<file path="src/rtl/game_pkg.sv">
// Shared game types and frame-timing constants for the player and monster controllers.
package game_pkg;

  localparam int LIVES_W     = 2;
  localparam int FRAME_CNT_W = 8;

  // Default frame budgets; monster controllers reuse the same timebase.
  localparam int START_LIVES_DEF    = 3;
  localparam int DEATH_FRAMES_DEF   = 48;
  localparam int ANIM_STEP_DEF      = 8;
  localparam int RESPAWN_FRAMES_DEF = 30;
  localparam int INVULN_FRAMES_DEF  = 90;
  localparam int BLINK_HALF_DEF     = 4;

  typedef enum logic [2:0] {
    IDLE         = 3'd0,
    PLAYING      = 3'd1,
    DYING        = 3'd2,
    RESPAWN_WAIT = 3'd3,
    INVULN       = 3'd4,
    GAME_OVER    = 3'd5
  } life_state_t;

endpackage

</file>
<file path="src/rtl/frame_timer.sv">
// startOfFrame-driven counter with clear, terminal-count detect and a blink
// phase bit taken from the next count value so registered outputs line up.
module frame_timer
  import game_pkg::*;
#(
  parameter int BLINK_HALF = BLINK_HALF_DEF
) (
  input  logic                   clk,
  input  logic                   rst,
  input  logic                   startOfFrame,
  input  logic                   clear,
  input  logic [FRAME_CNT_W-1:0] lastFrame,
  output logic [FRAME_CNT_W-1:0] frameCntNext,
  output logic                   termHit,
  output logic                   blinkNext
);

  logic [FRAME_CNT_W-1:0] frameCnt;

  function automatic logic blinkOf(input logic [FRAME_CNT_W-1:0] c);
    logic [FRAME_CNT_W-1:0] q;
    q = c / FRAME_CNT_W'(BLINK_HALF);
    return q[0];
  endfunction

  // Clear has priority so a frame tick coinciding with a state change is dropped.
  always_comb begin
    frameCntNext = frameCnt;
    if (clear)
      frameCntNext = '0;
    else if (startOfFrame)
      frameCntNext = frameCnt + FRAME_CNT_W'(1);
  end

  always_ff @(posedge clk) begin
    if (rst)
      frameCnt <= '0;
    else
      frameCnt <= frameCntNext;
  end

  assign termHit   = startOfFrame && (frameCnt == lastFrame);
  assign blinkNext = blinkOf(frameCntNext);

endmodule

</file>
<file path="src/rtl/player_life_ctrl.sv">
// Player life sequencer: play, death animation, hidden respawn wait,
// blinking invulnerability and game over, with lives bookkeeping.
module player_life_ctrl
  import game_pkg::*;
#(
  parameter int START_LIVES    = START_LIVES_DEF,
  parameter int DEATH_FRAMES   = DEATH_FRAMES_DEF,
  parameter int ANIM_STEP      = ANIM_STEP_DEF,
  parameter int RESPAWN_FRAMES = RESPAWN_FRAMES_DEF,
  parameter int INVULN_FRAMES  = INVULN_FRAMES_DEF,
  parameter int BLINK_HALF     = BLINK_HALF_DEF
) (
  input  logic               clk,
  input  logic               resetN,
  input  logic               startOfFrame,
  input  logic               start_game,
  input  logic               player_died,
  input  logic [3:0]         arrows_in,
  output logic [3:0]         arrows_out,
  output logic               player_respawn,
  output logic               player_visible,
  output logic [2:0]         death_image,
  output logic [LIVES_W-1:0] lives,
  output logic               invulnerable,
  output logic               game_over
);

  life_state_t            state, stateNext;
  logic [FRAME_CNT_W-1:0] lastFrame;
  logic [FRAME_CNT_W-1:0] frameCntNext;
  logic                   termHit;
  logic                   blinkNext;
  logic                   stateChange;
  logic                   arrowsEn;

  function automatic logic [LIVES_W-1:0] decSat(input logic [LIVES_W-1:0] l);
    return (l == '0) ? '0 : l - LIVES_W'(1);
  endfunction

  function automatic logic [2:0] imageOf(input logic [FRAME_CNT_W-1:0] c);
    logic [FRAME_CNT_W-1:0] q;
    q = c / FRAME_CNT_W'(ANIM_STEP);
    return (q > FRAME_CNT_W'(7)) ? 3'd7 : q[2:0];
  endfunction

  function automatic logic visibleOf(input life_state_t s, input logic blink);
    case (s)
      PLAYING, DYING: return 1'b1;
      INVULN:         return ~blink;
      default:        return 1'b0;
    endcase
  endfunction

  always_comb begin
    case (state)
      DYING:        lastFrame = FRAME_CNT_W'(DEATH_FRAMES - 1);
      RESPAWN_WAIT: lastFrame = FRAME_CNT_W'(RESPAWN_FRAMES - 1);
      INVULN:       lastFrame = FRAME_CNT_W'(INVULN_FRAMES - 1);
      default:      lastFrame = '1;
    endcase
  end

  always_comb begin
    stateNext = state;
    case (state)
      IDLE, GAME_OVER: if (start_game)  stateNext = INVULN;
      PLAYING:         if (player_died) stateNext = DYING;
      DYING:           if (termHit)     stateNext = (lives == '0) ? GAME_OVER : RESPAWN_WAIT;
      RESPAWN_WAIT:    if (termHit)     stateNext = INVULN;
      INVULN:          if (termHit)     stateNext = PLAYING;
      default:                          stateNext = IDLE;
    endcase
  end

  assign stateChange = (stateNext != state);

  frame_timer #(
    .BLINK_HALF(BLINK_HALF)
  ) u_frameTimer (
    .clk         (clk),
    .rst         (resetN),
    .startOfFrame(startOfFrame),
    .clear       (stateChange),
    .lastFrame   (lastFrame),
    .frameCntNext(frameCntNext),
    .termHit     (termHit),
    .blinkNext   (blinkNext)
  );

  // Outputs are decoded from the next state/count so they settle one edge after the cause.
  always_ff @(posedge clk) begin
    if (resetN) begin
      state          <= IDLE;
      lives          <= '0;
      player_respawn <= 1'b0;
      player_visible <= 1'b0;
      death_image    <= '0;
      invulnerable   <= 1'b0;
      game_over      <= 1'b0;
      arrowsEn       <= 1'b0;
    end else begin
      state <= stateNext;
      if (state == PLAYING && stateNext == DYING)
        lives <= decSat(lives);
      else if ((state == IDLE || state == GAME_OVER) && stateNext == INVULN)
        lives <= LIVES_W'(START_LIVES);
      // Every entry into INVULN comes from a (re)spawn, so the pulse keys off that entry.
      player_respawn <= (stateNext == INVULN) && (state != INVULN);
      player_visible <= visibleOf(stateNext, blinkNext);
      death_image    <= (stateNext == DYING) ? imageOf(frameCntNext) : 3'd0;
      invulnerable   <= (stateNext == INVULN);
      game_over      <= (stateNext == GAME_OVER);
      arrowsEn       <= (stateNext == PLAYING) || (stateNext == INVULN);
    end
  end

  assign arrows_out = arrows_in & {4{arrowsEn}};

endmodule

</file>
<file path="config.mk">
export PLATFORM = sky130hd
export DESIGN_NAME = player_life_ctrl
export DESIGN_NICKNAME = d
export VERILOG_FILES = /design/src/rtl/game_pkg.sv /design/src/rtl/frame_timer.sv /design/src/rtl/player_life_ctrl.sv
export SDC_FILE = /design/constraint.sdc
export NUM_CORES = 1
export LEC_CHECK = 0
export CELL_PAD_IN_SITES_DETAIL_PLACEMENT = 0
export CELL_PAD_IN_SITES_GLOBAL_PLACEMENT = 1
export CORE_ASPECT_RATIO = 0.7
export CORE_MARGIN = 2
export CORE_UTILIZATION = 38
export DETAILED_ROUTE_END_ITERATION = 10
export GPL_TIMING_DRIVEN = 0
export MAX_ROUTING_LAYER = met4
export PLACE_DENSITY_LB_ADDON = 0.05
export SYNTH_ARGS = -nofsm -noshare
export SYNTH_HDL_FRONTEND = slang
export SYNTH_SLANG_ARGS = --single-unit
</file>
<file path="constraint.sdc">
create_clock -name clk -period 2.1 [get_ports clk]
set_input_delay 0.63 -clock clk [delete_from_list [all_inputs] [get_ports clk]]
set_output_delay 0.63 -clock clk [all_outputs]
set_load 0.1 [all_outputs]
</file>
==> metrics.md <==
| Metric | Value |
|---|---|
| Final core utilization | `between 50% and 60%` |
| Share of layout cells above drive strength 1 | `22.4%` |
| Synth Cell Area | `1260 um2` |
| P&R area growth vs syn | `35.2%` |
| Synth warn | `0` |
| Startpoint types | `input pin` |
| Placer congestion estimate | `0.826` |
| Rows | `17` |
| Mean Syn Cell Area | `about 8.2 um2` |
| Starting DRT DRC Count | `55` |
| Critical Path End Type | `output pin` |
| WL/cell | `15.2 um` |
| Chip height | `between 50 and 60 um` |
| CTS tree | `yes` |
| Final Worst Setup Slack | `between 0.008 and 0.009 ns` |
| Post-synthesis async set-or-reset flop share | `0%` |
| CTS Buffer Depth | `2` |
| GRT Overall Usage | `a little under a fifth` |
| Detail Route Antenna Nets | `0` |
| Vias | `between 1000 and 1500` |
| Data required, critical path | `around 1.5 ns` |
| Max-cap viol count | `0` |
| Most common cell in the synthesized netlist | `nor2_1` |
| Syn nets | `165` |
| Core area | `3170 um2` |
| Clock transition at path regs | `around 0.08 ns` |
| Vias in the first global route | `1123` |
| Synth top area cells | `dfxtp_1 33%, nor2_1 6.8%, a31oi_1 4.9%` |
| Clock root cell | `clkbuf_8` |
| Pwr Density | `535 nW/um2` |
| Fin Setup TNS | `0 ns` |
| DRT Wirelength | `~3400 um` |
| CP max-delay cell | `clkdlybuf4s50_1` |
| Syn Inst Count | `155` |
| Initial core utilization | `39.9%` |
| Period utilization | `around 100%` |
| Cells along the critical path | `clkdlybuf4s50_1 -> and2_1 -> buf_12` |
| Worst-Margin Slew | `around 0.96 ns` |
| # clock sinks | `21` |
| Yosys reg bits | `21` |
| Slew margin rel. | `36.5%` |
| Detailed Routing Iterations Pass 1 | `5` |
| RSZ-0062 raised after global routing | `true` |
| Leak Pwr | `0.664 nW` |
| # IOs | `22` |
| Top delay family on crit path | `buffers and inverters` |
| Nets | `194` |
| TritonCTS Buffers | `3` |
| Pin count of the biggest net entering global routing | `12` |
| Pins Over Slew Limit | `0` |
| Die footprint | `3810 um2` |
| Die X | `between 70 and 80 um` |
| Buffers on Ports | `20` |
| Post-DP HPWL | `between 2000 and 2500 um` |
| Cell accounting for the most synthesized area | `dfxtp_1` |
| Maximum VDD drop | `0.000333 V` |
| Synth unique cells | `49` |
| Post-synth top area share | `33.2%` |
| Remaining DRCs | `0` |
| Vias/cell | `5.74` |
| Diodes inserted | `0` |
| Worst-Skew Late Latency | `between 0.2 and 0.3 ns` |
| Top FF cell, synth | `dfxtp_1` |
| Tmin final | `2.09 ns` |
| Most instantiated cells after synthesis | `23 x nor2_1, 21 x dfxtp_1, 10 x a31oi_1, 10 x nand2_1, 10 x nand3_1` |
| EDFF count, synth | `0` |
| Crit Path Class | `in -> out` |
| Final setup viols | `0` |
| GRT overflow | `0` |
| Buf/Inv on CP | `2` |
| Pre-CTS WS | `-0.867 ns` |
| Maximum clock frequency | `478 MHz` |
| Initial antenna violation count | `0` |
| Final clock skew | `0.00472 ns` |
| Crit path largest cell delay | `between 0.4 and 0.5 ns` |
| First-pass GRT wire length | `approximately 5300 um` |
| Sequential-to-total area share from yosys stat | `33.2%` |
| Final hold violation count | `0` |
| Worst min path class | `reg -> reg` |
| Worst Path Max Fanout | `1` |
| H-Tree Level Count | `1` |
| Outcome | `finished, final reports clean` |
| Worst Path Arrival | `1.46 ns` |
[worst min-delay path: stages, from the launching register on]
cell     delay, ns
dfxtp_1       0.34
o21ai_0       0.07
a21oi_1       0.06
[flip-flops by register name (all words and copies together), names as in the netlist]
name                   count
u_frameTimer.frameCnt      8
invulnerable               1
player_respawn             1
game_over                  1
player_visible             1
arrowsEn                   1
death_image                3
state                      3
lives                      2
[timing repair]
| item | CTS | global route |
|---|---|---|
| buffers inserted | 4 | 2 |
| hold buffers | 0 | 0 |
| pin swaps | 11 | 8 |
| endpoints found under the setup margin | 31 | 19 |
| gates resized for setup | 57 | 14 |
| cloned | 0 | 0 |
[cell families (layout without fill, tap and decap cells)]
| family | after synthesis | count (layout) | synth area share (%) |
|---|---|---|---|
| xor gates and xnor gates | 9 | 9 | 6.23 |
| AOI/OAI and AO/OA | 40 | 40 | 25.0 |
| DFF | 21 | 21 | 33.2 |
| adders and majority gates | 1 | 1 | 0.989 |
| muxes | 2 | 2 | 1.98 |
| buffers and inverters | 15 | 43 | 5.44 |
| and+or+nand+nor | 67 | 67 | 27.1 |
[cells in the final DEF, fill, tap and decap left out, types with 3 or more instances in the layout]
| cell | instances |
|---|---|
| and2_1 | 5 |
| clkbuf_1 | 3 |
| a21oi_1 | 4 |
| buf_4 | 6 |
| xnor2_1 | 6 |
| nor2_1 | 20 |
| xor2_1 | 3 |
| inv_1 | 4 |
| clkbuf_8 | 3 |
| nor3_1 | 3 |
| nand3_1 | 9 |
| o21ai_0 | 4 |
| dfxtp_1 | 19 |
| clkdlybuf4s50_1 | 6 |
| buf_6 | 5 |
| nand2_1 | 10 |
| a31oi_1 | 8 |
| dlygate4sd2_1 | 8 |
[report_power, final]
group	leakage (nW)	switching (mW)	internal, mW
combinational	0.469	0.157	0.0726
clock	0.0228	0.132	0.135
sequential	0.173	0.00855	0.410
[worst paths after layout]
| kind | from | to | slack [ns] | depth (start not counted) |
|---|---|---|---|---|
| hold / removal | lives[1] | lives[1] | 0.52 | 2 |
| setup / recovery | arrows_in[1] | arrows_out[1] | 0.009 | 3 |
| hold reg to reg | lives[1] | lives[1] | 0.52 | 2 |
| setup reg to reg | state[1] | arrowsEn | 0.03 | 9 |
[final cells by class]
class,count,area (um2)
Fill cell,308,1460
Multi-Input combinational cell,119,856
Sequential cell,21,425
Buffer,8,47.5
Clock buffer,4,45.0
Tap cell,38,47.5
Inverter,5,21.3
Timing Repair Buffer,26,268
[routing by layer]
metal  wire length [um]  GRT usage (%)  up-vias
met2               1430           27.6       54
met5                  0              -        -
met4                 40           3.70        0
met3                240           5.19        6
met1               1660           25.3      587
li1                   -              -      622
[through the flow]
step	cells	hold slack (ns)	total power, mW	area [um2]
final	221	0.518	0.915	1710
after global routing	221	0.566	0.957	1710
after CTS	220	0.518	0.905	1640
after detailed placement	213	0.502	0.636	1510
after global placement	213	0.487	0.635	1510
after floorplan	155	0.517	0.581	1260
No activity file was read; power rests on OpenSTA's default activity.
